### config.mk
export PLATFORM = sky130hd
export DESIGN_NAME = axi_master_arbiter_flat
export DESIGN_NICKNAME = d
export VERILOG_FILES = /design/src/rtl/axi_master_arbiter_if.sv /design/src/rtl/axi_master_arbiter.sv /design/src/flat_wrapper.sv
export SDC_FILE = /design/constraint.sdc
export NUM_CORES = 1
export LEC_CHECK = 0
export CAP_MARGIN = 10
export CORE_AREA = 2 2 120 181
export DETAILED_ROUTE_END_ITERATION = 8
export DIE_AREA = 0 0 122 183
export GPL_TIMING_DRIVEN = 0
export HOLD_SLACK_MARGIN = 0.05
export PLACE_DENSITY = 0.69
export SYNTH_ARGS = -nofsm -noshare
export SYNTH_HDL_FRONTEND = slang
export SYNTH_SLANG_ARGS = --single-unit
### constraint.sdc
create_clock -name clock -period 7.6 [get_ports clock]
set_clock_uncertainty 0.1 [all_clocks]
set_input_delay 1.9 -clock clock [delete_from_list [all_inputs] [get_ports clock]]
set_output_delay 1.9 -clock clock [all_outputs]
set_load 0.02 [all_outputs]
### src/rtl/axi_master_arbiter_if.sv
// Bundle between the IFU/LSU requesters, the arbiter and the AXI4 slave.
// master modport is the arbiter's view; slave modport is the environment's view.
interface axi_master_arbiter_if #(
   parameter int ADDR_W = 32,
   parameter int DATA_W = 32
);
   logic              ifu_req_valid;
   logic              ifu_req_ready;
   logic [ADDR_W-1:0] ifu_addr;
   logic              ifu_resp_valid;
   logic [DATA_W-1:0] ifu_rdata;
   logic              ifu_resp_err;

   logic              lsu_req_valid;
   logic              lsu_req_ready;
   logic              lsu_wen;
   logic [ADDR_W-1:0] lsu_addr;
   logic [2:0]        lsu_size;
   logic [DATA_W-1:0] lsu_wdata;
   logic [3:0]        lsu_wstrb;
   logic              lsu_resp_valid;
   logic [DATA_W-1:0] lsu_rdata;
   logic              lsu_resp_err;

   logic              io_master_awvalid;
   logic              io_master_awready;
   logic [ADDR_W-1:0] io_master_awaddr;
   logic [3:0]        io_master_awid;
   logic [7:0]        io_master_awlen;
   logic [2:0]        io_master_awsize;
   logic [1:0]        io_master_awburst;
   logic              io_master_wvalid;
   logic              io_master_wready;
   logic [DATA_W-1:0] io_master_wdata;
   logic [3:0]        io_master_wstrb;
   logic              io_master_wlast;
   logic              io_master_bvalid;
   logic              io_master_bready;
   logic [1:0]        io_master_bresp;
   logic [3:0]        io_master_bid;
   logic              io_master_arvalid;
   logic              io_master_arready;
   logic [ADDR_W-1:0] io_master_araddr;
   logic [3:0]        io_master_arid;
   logic [7:0]        io_master_arlen;
   logic [2:0]        io_master_arsize;
   logic [1:0]        io_master_arburst;
   logic              io_master_rvalid;
   logic              io_master_rready;
   logic [1:0]        io_master_rresp;
   logic [DATA_W-1:0] io_master_rdata;
   logic              io_master_rlast;
   logic [3:0]        io_master_rid;

   modport master (
      input  ifu_req_valid, ifu_addr,
      output ifu_req_ready, ifu_resp_valid, ifu_rdata, ifu_resp_err,
      input  lsu_req_valid, lsu_wen, lsu_addr, lsu_size, lsu_wdata, lsu_wstrb,
      output lsu_req_ready, lsu_resp_valid, lsu_rdata, lsu_resp_err,
      output io_master_awvalid, io_master_awaddr, io_master_awid,
      output io_master_awlen, io_master_awsize, io_master_awburst,
      input  io_master_awready,
      output io_master_wvalid, io_master_wdata, io_master_wstrb, io_master_wlast,
      input  io_master_wready,
      input  io_master_bvalid, io_master_bresp, io_master_bid,
      output io_master_bready,
      output io_master_arvalid, io_master_araddr, io_master_arid,
      output io_master_arlen, io_master_arsize, io_master_arburst,
      input  io_master_arready,
      input  io_master_rvalid, io_master_rresp, io_master_rdata,
      input  io_master_rlast, io_master_rid,
      output io_master_rready
   );

   modport slave (
      output ifu_req_valid, ifu_addr,
      input  ifu_req_ready, ifu_resp_valid, ifu_rdata, ifu_resp_err,
      output lsu_req_valid, lsu_wen, lsu_addr, lsu_size, lsu_wdata, lsu_wstrb,
      input  lsu_req_ready, lsu_resp_valid, lsu_rdata, lsu_resp_err,
      input  io_master_awvalid, io_master_awaddr, io_master_awid,
      input  io_master_awlen, io_master_awsize, io_master_awburst,
      output io_master_awready,
      input  io_master_wvalid, io_master_wdata, io_master_wstrb, io_master_wlast,
      output io_master_wready,
      output io_master_bvalid, io_master_bresp, io_master_bid,
      input  io_master_bready,
      input  io_master_arvalid, io_master_araddr, io_master_arid,
      input  io_master_arlen, io_master_arsize, io_master_arburst,
      output io_master_arready,
      output io_master_rvalid, io_master_rresp, io_master_rdata,
      output io_master_rlast, io_master_rid,
      input  io_master_rready
   );
endinterface

### src/rtl/axi_master_arbiter.sv
// Shares one single-beat AXI4 master port between IFU (read) and LSU (r/w).
// Define YSYX_ARB_RR_EN for round-robin grant instead of fixed LSU priority.
module axi_master_arbiter #(
   parameter int ADDR_W = 32,
   parameter int DATA_W = 32
) (
   input  logic                 clock,
   input  logic                 reset,
   axi_master_arbiter_if.master bus
);

   typedef enum logic [2:0] {
      IDLE, RD_ADDR, RD_DATA, WR_REQ, WR_RESP, RESP
   } state_t;

   localparam logic OWN_IFU = 1'b0;
   localparam logic OWN_LSU = 1'b1;

   state_t            state;
   state_t            state_nx;
   logic              owner;
   logic [ADDR_W-1:0] addr_q;
   logic [2:0]        size_q;
   logic [1:0]        sh_q;
   logic [DATA_W-1:0] wdata_q;
   logic [3:0]        wstrb_q;
   logic              aw_done;
   logic              w_done;
   logic [DATA_W-1:0] data_q;
   logic              err_q;

   logic idle;
   logic lsu_first;
   logic grant_ifu;
   logic grant_lsu;
   logic arvalid;
   logic rready;
   logic awvalid;
   logic wvalid;
   logic bready;
   logic ifu_resp;
   logic lsu_resp;

   logic unused_in;
   assign unused_in = ^{bus.io_master_bid, bus.io_master_rid,
                        bus.io_master_rlast, bus.io_master_rresp[0],
                        bus.io_master_bresp[0]};

`ifdef YSYX_ARB_RR_EN
   logic last_owner;

   // Remember who was served last so the other side wins the next conflict.
   always_ff @(posedge clock or posedge reset) begin
      if (reset)          last_owner <= OWN_IFU;
      else if (grant_lsu) last_owner <= OWN_LSU;
      else if (grant_ifu) last_owner <= OWN_IFU;
   end

   assign lsu_first = (last_owner == OWN_IFU);
`else
   assign lsu_first = 1'b1;
`endif

   // Grant at most one requester, only while idle and out of reset.
   always_comb begin
      idle      = (state == IDLE) && !reset;
      grant_lsu = idle && bus.lsu_req_valid &&
                  (lsu_first || !bus.ifu_req_valid);
      grant_ifu = idle && bus.ifu_req_valid && !grant_lsu;
   end

   // State register.
   always_ff @(posedge clock or posedge reset) begin
      if (reset) state <= IDLE;
      else       state <= state_nx;
   end

   // Next state and handshake strobes.
   always_comb begin
      state_nx = state;
      arvalid  = 1'b0;
      rready   = 1'b0;
      awvalid  = 1'b0;
      wvalid   = 1'b0;
      bready   = 1'b0;
      ifu_resp = 1'b0;
      lsu_resp = 1'b0;
      unique case (state)
         IDLE: begin
            if (grant_lsu)
               state_nx = bus.lsu_wen ? WR_REQ : RD_ADDR;
            else if (grant_ifu)
               state_nx = RD_ADDR;
         end
         RD_ADDR: begin
            arvalid = 1'b1;
            if (bus.io_master_arready) state_nx = RD_DATA;
         end
         RD_DATA: begin
            rready = 1'b1;
            if (bus.io_master_rvalid) state_nx = RESP;
         end
         WR_REQ: begin
            awvalid = !aw_done;
            wvalid  = !w_done;
            if (aw_done && w_done) state_nx = WR_RESP;
         end
         WR_RESP: begin
            bready = 1'b1;
            if (bus.io_master_bvalid) state_nx = RESP;
         end
         RESP: begin
            ifu_resp = (owner == OWN_IFU);
            lsu_resp = (owner == OWN_LSU);
            state_nx = IDLE;
         end
         default: state_nx = IDLE;
      endcase
   end

   // Latch the accepted request and collect handshake/response results.
   always_ff @(posedge clock or posedge reset) begin
      if (reset) begin
         owner   <= OWN_IFU;
         addr_q  <= '0;
         size_q  <= '0;
         sh_q    <= '0;
         wdata_q <= '0;
         wstrb_q <= '0;
         aw_done <= 1'b0;
         w_done  <= 1'b0;
         data_q  <= '0;
         err_q   <= 1'b0;
      end else begin
         if (grant_lsu) begin
            owner   <= OWN_LSU;
            addr_q  <= bus.lsu_addr;
            size_q  <= bus.lsu_size;
            sh_q    <= bus.lsu_addr[1:0];
            wdata_q <= bus.lsu_wdata << {bus.lsu_addr[1:0], 3'b000};
            wstrb_q <= bus.lsu_wstrb << bus.lsu_addr[1:0];
         end else if (grant_ifu) begin
            owner   <= OWN_IFU;
            addr_q  <= bus.ifu_addr;
            size_q  <= 3'd2;
            sh_q    <= 2'd0;
            wdata_q <= '0;
            wstrb_q <= '0;
         end
         if (state == IDLE) begin
            aw_done <= 1'b0;
            w_done  <= 1'b0;
         end
         if (awvalid && bus.io_master_awready) aw_done <= 1'b1;
         if (wvalid && bus.io_master_wready)   w_done  <= 1'b1;
         if (rready && bus.io_master_rvalid) begin
            data_q <= bus.io_master_rdata >> {sh_q, 3'b000};
            err_q  <= bus.io_master_rresp[1];
         end
         if (bready && bus.io_master_bvalid) begin
            data_q <= '0;
            err_q  <= bus.io_master_bresp[1];
         end
      end
   end

   assign bus.ifu_req_ready  = grant_ifu;
   assign bus.lsu_req_ready  = grant_lsu;
   assign bus.ifu_resp_valid = ifu_resp;
   assign bus.lsu_resp_valid = lsu_resp;
   assign bus.ifu_rdata      = data_q;
   assign bus.lsu_rdata      = data_q;
   assign bus.ifu_resp_err   = err_q;
   assign bus.lsu_resp_err   = err_q;

   assign bus.io_master_awvalid = awvalid;
   assign bus.io_master_awaddr  = addr_q;
   assign bus.io_master_awsize  = size_q;
   assign bus.io_master_awid    = 4'd0;
   assign bus.io_master_awlen   = 8'd0;
   assign bus.io_master_awburst = 2'b01;
   assign bus.io_master_wvalid  = wvalid;
   assign bus.io_master_wdata   = wdata_q;
   assign bus.io_master_wstrb   = wstrb_q;
   assign bus.io_master_wlast   = 1'b1;
   assign bus.io_master_bready  = bready;
   assign bus.io_master_arvalid = arvalid;
   assign bus.io_master_araddr  = addr_q;
   assign bus.io_master_arsize  = size_q;
   assign bus.io_master_arid    = 4'd0;
   assign bus.io_master_arlen   = 8'd0;
   assign bus.io_master_arburst = 2'b01;
   assign bus.io_master_rready  = rready;

endmodule

### src/flat_wrapper.sv
// flat-port wrapper written by rule: the top's interface ports become plain ports
module axi_master_arbiter_flat 
#(
   parameter int ADDR_W = 32,
   parameter int DATA_W = 32
)
  (clock, reset, bus_ifu_req_valid, bus_ifu_addr, bus_ifu_req_ready, bus_ifu_resp_valid, bus_ifu_rdata, bus_ifu_resp_err, bus_lsu_req_valid, bus_lsu_wen, bus_lsu_addr, bus_lsu_size, bus_lsu_wdata, bus_lsu_wstrb, bus_lsu_req_ready, bus_lsu_resp_valid, bus_lsu_rdata, bus_lsu_resp_err, bus_io_master_awvalid, bus_io_master_awaddr, bus_io_master_awid, bus_io_master_awlen, bus_io_master_awsize, bus_io_master_awburst, bus_io_master_awready, bus_io_master_wvalid, bus_io_master_wdata, bus_io_master_wstrb, bus_io_master_wlast, bus_io_master_wready, bus_io_master_bvalid, bus_io_master_bresp, bus_io_master_bid, bus_io_master_bready, bus_io_master_arvalid, bus_io_master_araddr, bus_io_master_arid, bus_io_master_arlen, bus_io_master_arsize, bus_io_master_arburst, bus_io_master_arready, bus_io_master_rvalid, bus_io_master_rresp, bus_io_master_rdata, bus_io_master_rlast, bus_io_master_rid, bus_io_master_rready);
  axi_master_arbiter_if #(.ADDR_W(ADDR_W), .DATA_W(DATA_W)) bus_i ();
  input  logic clock;
  input  logic reset;
  input wire logic [$bits(bus_i.ifu_req_valid)-1:0] bus_ifu_req_valid;
  input wire logic [$bits(bus_i.ifu_addr)-1:0] bus_ifu_addr;
  output wire logic [$bits(bus_i.ifu_req_ready)-1:0] bus_ifu_req_ready;
  output wire logic [$bits(bus_i.ifu_resp_valid)-1:0] bus_ifu_resp_valid;
  output wire logic [$bits(bus_i.ifu_rdata)-1:0] bus_ifu_rdata;
  output wire logic [$bits(bus_i.ifu_resp_err)-1:0] bus_ifu_resp_err;
  input wire logic [$bits(bus_i.lsu_req_valid)-1:0] bus_lsu_req_valid;
  input wire logic [$bits(bus_i.lsu_wen)-1:0] bus_lsu_wen;
  input wire logic [$bits(bus_i.lsu_addr)-1:0] bus_lsu_addr;
  input wire logic [$bits(bus_i.lsu_size)-1:0] bus_lsu_size;
  input wire logic [$bits(bus_i.lsu_wdata)-1:0] bus_lsu_wdata;
  input wire logic [$bits(bus_i.lsu_wstrb)-1:0] bus_lsu_wstrb;
  output wire logic [$bits(bus_i.lsu_req_ready)-1:0] bus_lsu_req_ready;
  output wire logic [$bits(bus_i.lsu_resp_valid)-1:0] bus_lsu_resp_valid;
  output wire logic [$bits(bus_i.lsu_rdata)-1:0] bus_lsu_rdata;
  output wire logic [$bits(bus_i.lsu_resp_err)-1:0] bus_lsu_resp_err;
  output wire logic [$bits(bus_i.io_master_awvalid)-1:0] bus_io_master_awvalid;
  output wire logic [$bits(bus_i.io_master_awaddr)-1:0] bus_io_master_awaddr;
  output wire logic [$bits(bus_i.io_master_awid)-1:0] bus_io_master_awid;
  output wire logic [$bits(bus_i.io_master_awlen)-1:0] bus_io_master_awlen;
  output wire logic [$bits(bus_i.io_master_awsize)-1:0] bus_io_master_awsize;
  output wire logic [$bits(bus_i.io_master_awburst)-1:0] bus_io_master_awburst;
  input wire logic [$bits(bus_i.io_master_awready)-1:0] bus_io_master_awready;
  output wire logic [$bits(bus_i.io_master_wvalid)-1:0] bus_io_master_wvalid;
  output wire logic [$bits(bus_i.io_master_wdata)-1:0] bus_io_master_wdata;
  output wire logic [$bits(bus_i.io_master_wstrb)-1:0] bus_io_master_wstrb;
  output wire logic [$bits(bus_i.io_master_wlast)-1:0] bus_io_master_wlast;
  input wire logic [$bits(bus_i.io_master_wready)-1:0] bus_io_master_wready;
  input wire logic [$bits(bus_i.io_master_bvalid)-1:0] bus_io_master_bvalid;
  input wire logic [$bits(bus_i.io_master_bresp)-1:0] bus_io_master_bresp;
  input wire logic [$bits(bus_i.io_master_bid)-1:0] bus_io_master_bid;
  output wire logic [$bits(bus_i.io_master_bready)-1:0] bus_io_master_bready;
  output wire logic [$bits(bus_i.io_master_arvalid)-1:0] bus_io_master_arvalid;
  output wire logic [$bits(bus_i.io_master_araddr)-1:0] bus_io_master_araddr;
  output wire logic [$bits(bus_i.io_master_arid)-1:0] bus_io_master_arid;
  output wire logic [$bits(bus_i.io_master_arlen)-1:0] bus_io_master_arlen;
  output wire logic [$bits(bus_i.io_master_arsize)-1:0] bus_io_master_arsize;
  output wire logic [$bits(bus_i.io_master_arburst)-1:0] bus_io_master_arburst;
  input wire logic [$bits(bus_i.io_master_arready)-1:0] bus_io_master_arready;
  input wire logic [$bits(bus_i.io_master_rvalid)-1:0] bus_io_master_rvalid;
  input wire logic [$bits(bus_i.io_master_rresp)-1:0] bus_io_master_rresp;
  input wire logic [$bits(bus_i.io_master_rdata)-1:0] bus_io_master_rdata;
  input wire logic [$bits(bus_i.io_master_rlast)-1:0] bus_io_master_rlast;
  input wire logic [$bits(bus_i.io_master_rid)-1:0] bus_io_master_rid;
  output wire logic [$bits(bus_i.io_master_rready)-1:0] bus_io_master_rready;
  assign bus_i.ifu_req_valid = bus_ifu_req_valid;
  assign bus_i.ifu_addr = bus_ifu_addr;
  assign bus_ifu_req_ready = bus_i.ifu_req_ready;
  assign bus_ifu_resp_valid = bus_i.ifu_resp_valid;
  assign bus_ifu_rdata = bus_i.ifu_rdata;
  assign bus_ifu_resp_err = bus_i.ifu_resp_err;
  assign bus_i.lsu_req_valid = bus_lsu_req_valid;
  assign bus_i.lsu_wen = bus_lsu_wen;
  assign bus_i.lsu_addr = bus_lsu_addr;
  assign bus_i.lsu_size = bus_lsu_size;
  assign bus_i.lsu_wdata = bus_lsu_wdata;
  assign bus_i.lsu_wstrb = bus_lsu_wstrb;
  assign bus_lsu_req_ready = bus_i.lsu_req_ready;
  assign bus_lsu_resp_valid = bus_i.lsu_resp_valid;
  assign bus_lsu_rdata = bus_i.lsu_rdata;
  assign bus_lsu_resp_err = bus_i.lsu_resp_err;
  assign bus_io_master_awvalid = bus_i.io_master_awvalid;
  assign bus_io_master_awaddr = bus_i.io_master_awaddr;
  assign bus_io_master_awid = bus_i.io_master_awid;
  assign bus_io_master_awlen = bus_i.io_master_awlen;
  assign bus_io_master_awsize = bus_i.io_master_awsize;
  assign bus_io_master_awburst = bus_i.io_master_awburst;
  assign bus_i.io_master_awready = bus_io_master_awready;
  assign bus_io_master_wvalid = bus_i.io_master_wvalid;
  assign bus_io_master_wdata = bus_i.io_master_wdata;
  assign bus_io_master_wstrb = bus_i.io_master_wstrb;
  assign bus_io_master_wlast = bus_i.io_master_wlast;
  assign bus_i.io_master_wready = bus_io_master_wready;
  assign bus_i.io_master_bvalid = bus_io_master_bvalid;
  assign bus_i.io_master_bresp = bus_io_master_bresp;
  assign bus_i.io_master_bid = bus_io_master_bid;
  assign bus_io_master_bready = bus_i.io_master_bready;
  assign bus_io_master_arvalid = bus_i.io_master_arvalid;
  assign bus_io_master_araddr = bus_i.io_master_araddr;
  assign bus_io_master_arid = bus_i.io_master_arid;
  assign bus_io_master_arlen = bus_i.io_master_arlen;
  assign bus_io_master_arsize = bus_i.io_master_arsize;
  assign bus_io_master_arburst = bus_i.io_master_arburst;
  assign bus_i.io_master_arready = bus_io_master_arready;
  assign bus_i.io_master_rvalid = bus_io_master_rvalid;
  assign bus_i.io_master_rresp = bus_io_master_rresp;
  assign bus_i.io_master_rdata = bus_io_master_rdata;
  assign bus_i.io_master_rlast = bus_io_master_rlast;
  assign bus_i.io_master_rid = bus_io_master_rid;
  assign bus_io_master_rready = bus_i.io_master_rready;
  axi_master_arbiter #(.ADDR_W(ADDR_W), .DATA_W(DATA_W)) u_core (.clock(clock), .reset(reset), .bus(bus_i));
endmodule
==> flow_metrics.env, run 1 <==
export IMPL_path_depth=6
export IMPL_grt_max_degree=60
export IMPL_cts_tree="built"
export IMPL_ys_top_cells_by_area="dfrtp_1 (46%), buf_4 (13%), mux2i_1 (12%)"
export IMPL_p_seq_frac=0.277
export IMPL_max_slew_margin=0.412
export IMPL_ir_worst_vdd_mv=0.207
export IMPL_rows=65
export IMPL_drt_wirelength_per_cell_um=17.8
export IMPL_initial_core_util=0.295
export IMPL_cts_repair_resized=0
export IMPL_track_usage=0.193
export IMPL_status="completed"
export IMPL_tns_ns=0
export IMPL_synth_top_cell_by_area="dfrtp_1"
export IMPL_layout_nets=1129
export IMPL_cp_max_fo=10
export IMPL_grt_pass1_vias=5770
export IMPL_rr_endpoint="u_core.bus.ifu_rdata[0]$_DFFE_PP0P_"
export IMPL_hold_path_class="reg -> reg"
export IMPL_drv_cap=0
export IMPL_synth_cells=607
export IMPL_worst_hold_path_endpoint="u_core.bus.io_master_wdata[11]$_DFFE_PP0P_"
export IMPL_rsz0062_at_grt="no"
export IMPL_r2r_start="u_core.sh_q[1]$_DFFE_PP0P_"
export IMPL_syn_area_um2=6130
export IMPL_hold_buffers=0
export IMPL_power_switching_uw=1550
export IMPL_cts_sinks=112
export IMPL_synth_flop_cell="dfrtp_1"
export IMPL_antenna_found_initial=0
export IMPL_drc_errors=0
export IMPL_cp_required_ns=5.60
export IMPL_hp_start="u_core.bus.io_master_wdata[11]$_DFFE_PP0P_"
export IMPL_rr_worst_depth=6
export IMPL_setup_viol=0
export IMPL_cts_clk_slew_worst_paths_ns=0.09
export IMPL_die_h_um=183
export IMPL_dr_pass1_iters=4
export IMPL_diodes=0
export IMPL_worst_setup_path_start_kind="primary input"
export IMPL_synth_cell_types=37
export IMPL_drive_gt1_frac=0.147
export IMPL_via_per_inst=4.58
export IMPL_area_delta_synth_final_pct=65.8
export IMPL_drt_iter0_markers=238
export IMPL_numPortBuffers=325
export IMPL_numCtsBuffers=9
export IMPL_p_clk_frac=0.133
export IMPL_gp_congestion=0.808
export IMPL_ys_ff_latch=112
export IMPL_clk_path_buf_depth=2
export IMPL_grt_pass1_wl_mm=32.9
export IMPL_num_vias=5702
export IMPL_core_area_um2=20700
export IMPL_slowest_stage="clkdlybuf4s50_1"
export IMPL_p_leak_uw=0.00472
export IMPL_cp_common_cell="clkdlybuf4s50_1"
export IMPL_synth_edf_count=0
export IMPL_dieArea_um2=22300
export IMPL_dp_hpwl_mm=17.7
export IMPL_cts_root_buf="clkbuf_16"
export IMPL_htree_levels=3
export IMPL_finalCritPeriodShare=0.808
export IMPL_yosysTopAreaCellShare=0.458
export IMPL_pin_count=368
export IMPL_cp_cell_sequence="clkdlybuf4s50_1 -> nor4_4 -> nand2_2 -> inv_2 -> buf_4 -> clkdlybuf4s50_1"
export IMPL_worst_pin_slew_ns=0.882
export IMPL_final_cell_mix="clkdlybuf4s50_1 (325), dfrtp_1 (112), buf_4 (106)"
export IMPL_final_common_cell="clkdlybuf4s50_1"
export IMPL_antenna_left=0
export IMPL_holdWs_ns=0.392
export IMPL_path_class="in -> out"
export IMPL_path_buf_inv=4
export IMPL_fillers=1982
export IMPL_crit_family="buffers and inverters"
export IMPL_die_w_um=122
export IMPL_ys_warn_count=0
export IMPL_p_per_area_nw_per_um2=377
export IMPL_routed_wl_mm=22.2
export IMPL_yosysSeqAreaShare=0.458
export IMPL_r2r_slack_ns=5.50
export IMPL_whs_path_depth=2
export IMPL_synthArstFlopShare=1.00
export IMPL_max_clock_freq_mhz=163
export IMPL_netSwitchingFraction=0.406
export IMPL_synth_area_per_cell_um2=10.1
export IMPL_p_int_uw=2270
export IMPL_hold_viol_final=0
export IMPL_timing_final_crit_period_ns=6.14
export IMPL_gr_total_overflow=0
export IMPL_cpPeakStageDelay_ns=0.62
export IMPL_end_kind="output pin"
export IMPL_power_frac_comb=0.590
export IMPL_slew_viol_final=0
export IMPL_worst_ep_arrival_time_ns=4.14
export IMPL_clock_latency_ns=0.34
export IMPL_post_cts_buffers=0
-- final cells by class --
| cell class | count | area, µm² | area share |
|---|---|---|---|
| Buffer | 136 | 918 | 0.0904 |
| Clock buffer | 9 | 225 | 0.0222 |
| Clock inverter | 7 | 83.8 | 0.00825 |
| Inverter | 7 | 31.3 | 0.00308 |
| Multi-Input combinational cell | 379 | 2480 | 0.244 |
| Sequential cell | 112 | 2800 | 0.276 |
| Tap cell | 268 | 335 | 0.0330 |
| Timing Repair Buffer | 326 | 3280 | 0.323 |
-- kinds of logic after synthesis --
group | share of synthesized area
AND/OR/NAND/NOR | 0.0974
buffers and inverters | 0.154
AO/OA/AOI/OAI | 0.164
other | 0.00123
multiplexers | 0.126
flip-flops | 0.458
-- synthesized netlist by cell type (2+ instances only) --
master and count:
conb_1 2, clkbuf_1 20, a221o_1 9, nor2b_1 10, a32o_1 18, o21ai_0 62, buf_1 2, mux2i_1 76
buf_4 106, nand3_1 4, nand2_1 91, a21oi_1 6, inv_1 6, a211o_1 8, dfrtp_1 112, a22o_1 28
nor3_1 2, a22oi_1 2, buf_2 8, nor2_1 18
-- power groups by stage --
stage	sequential [µW]	clock, µW	combinational (µW)
5_1_grt	1100	548	2400
3_5_place_dp	1070	0	2270
6_report	1060	509	2260
4_1_cts	1060	525	2280
2_1_floorplan	1280	0	975
3_3_place_gp	1060	0	2250
-- routing by layer --
layer,GRT usage,wire length [µm]
met5,0,0
met4,0.0533,437
met3,0.0302,1220
met1,0.221,8450
met2,0.364,12100
-- worst max-delay path by stage --
stage	end	slack, ns	start
after floorplan	u_core.aw_done$_DFFE_PP0P_	2.64	reset
after global placement	u_core.bus.io_master_araddr[19]$_DFFE_PP0P_	0.61	reset
after detailed placement	bus_lsu_req_ready	1.40	reset
after CTS	bus_lsu_req_ready	1.38	reset
after global routing	bus_lsu_req_ready	1.29	reset
final	bus_lsu_req_ready	1.46	reset
-- through the flow --
stage / total power, µW / worst slack (ns) / cells / instance area (µm²) / util
final: 3820 / 1.46 / 1244 / 10200 / 0.490
after global routing: 4050 / 1.29 / 1244 / 10200 / 0.490
after CTS: 3870 / 1.38 / 1244 / 10200 / 0.490
after detailed placement: 3340 / 1.40 / 1228 / 9850 / 0.475
after global placement: 3310 / 0.608 / 1227 / 9820 / 0.473
after floorplan: 2260 / 2.64 / 634 / 6230 / -
-- worst register-to-register path, delay by kind of cell (launching register included) --
family	cells	cell delay, ns
mux	1	0.27
compound gates	1	0.27
flops	1	0.33
simple gates	1	0.08
buf+inv	3	0.96
-- sequential cells by signal (all words and copies together), names as in the netlist, 2 cells and up --
| name | flops |
|---|---|
| u_core.bus.io_master_arsize | 3 |
| u_core.state | 3 |
| u_core.sh_q | 2 |
| u_core.bus.io_master_wstrb | 4 |
| u_core.bus.io_master_araddr | 32 |
| u_core.bus.ifu_rdata | 32 |
| u_core.bus.io_master_wdata | 32 |
(Power assumes the default switching activity.)
==> inputs of run 2 (changes only) <==
==> constraint.sdc (replaced) <==
create_clock -name clock -period 6.3 [get_ports clock]
set_clock_uncertainty 0.1 [all_clocks]
set_input_delay 1.575 -clock clock [delete_from_list [all_inputs] [get_ports clock]]
set_output_delay 1.575 -clock clock [all_outputs]
set_load 0.02 [all_outputs]
==> results of run 2 <==
The final DEF is identical to that of run 1. Status: completed.
Main changes from that run: setup slack after placement 1.40 ns -> 0.746 ns; setup slack after layout 1.46 ns -> 0.810 ns; register-to-register setup slack 5.50 ns -> 4.20 ns; total power 3820 µW -> 4610 µW; worst IR drop on VDD 0.207 mV -> 0.249 mV
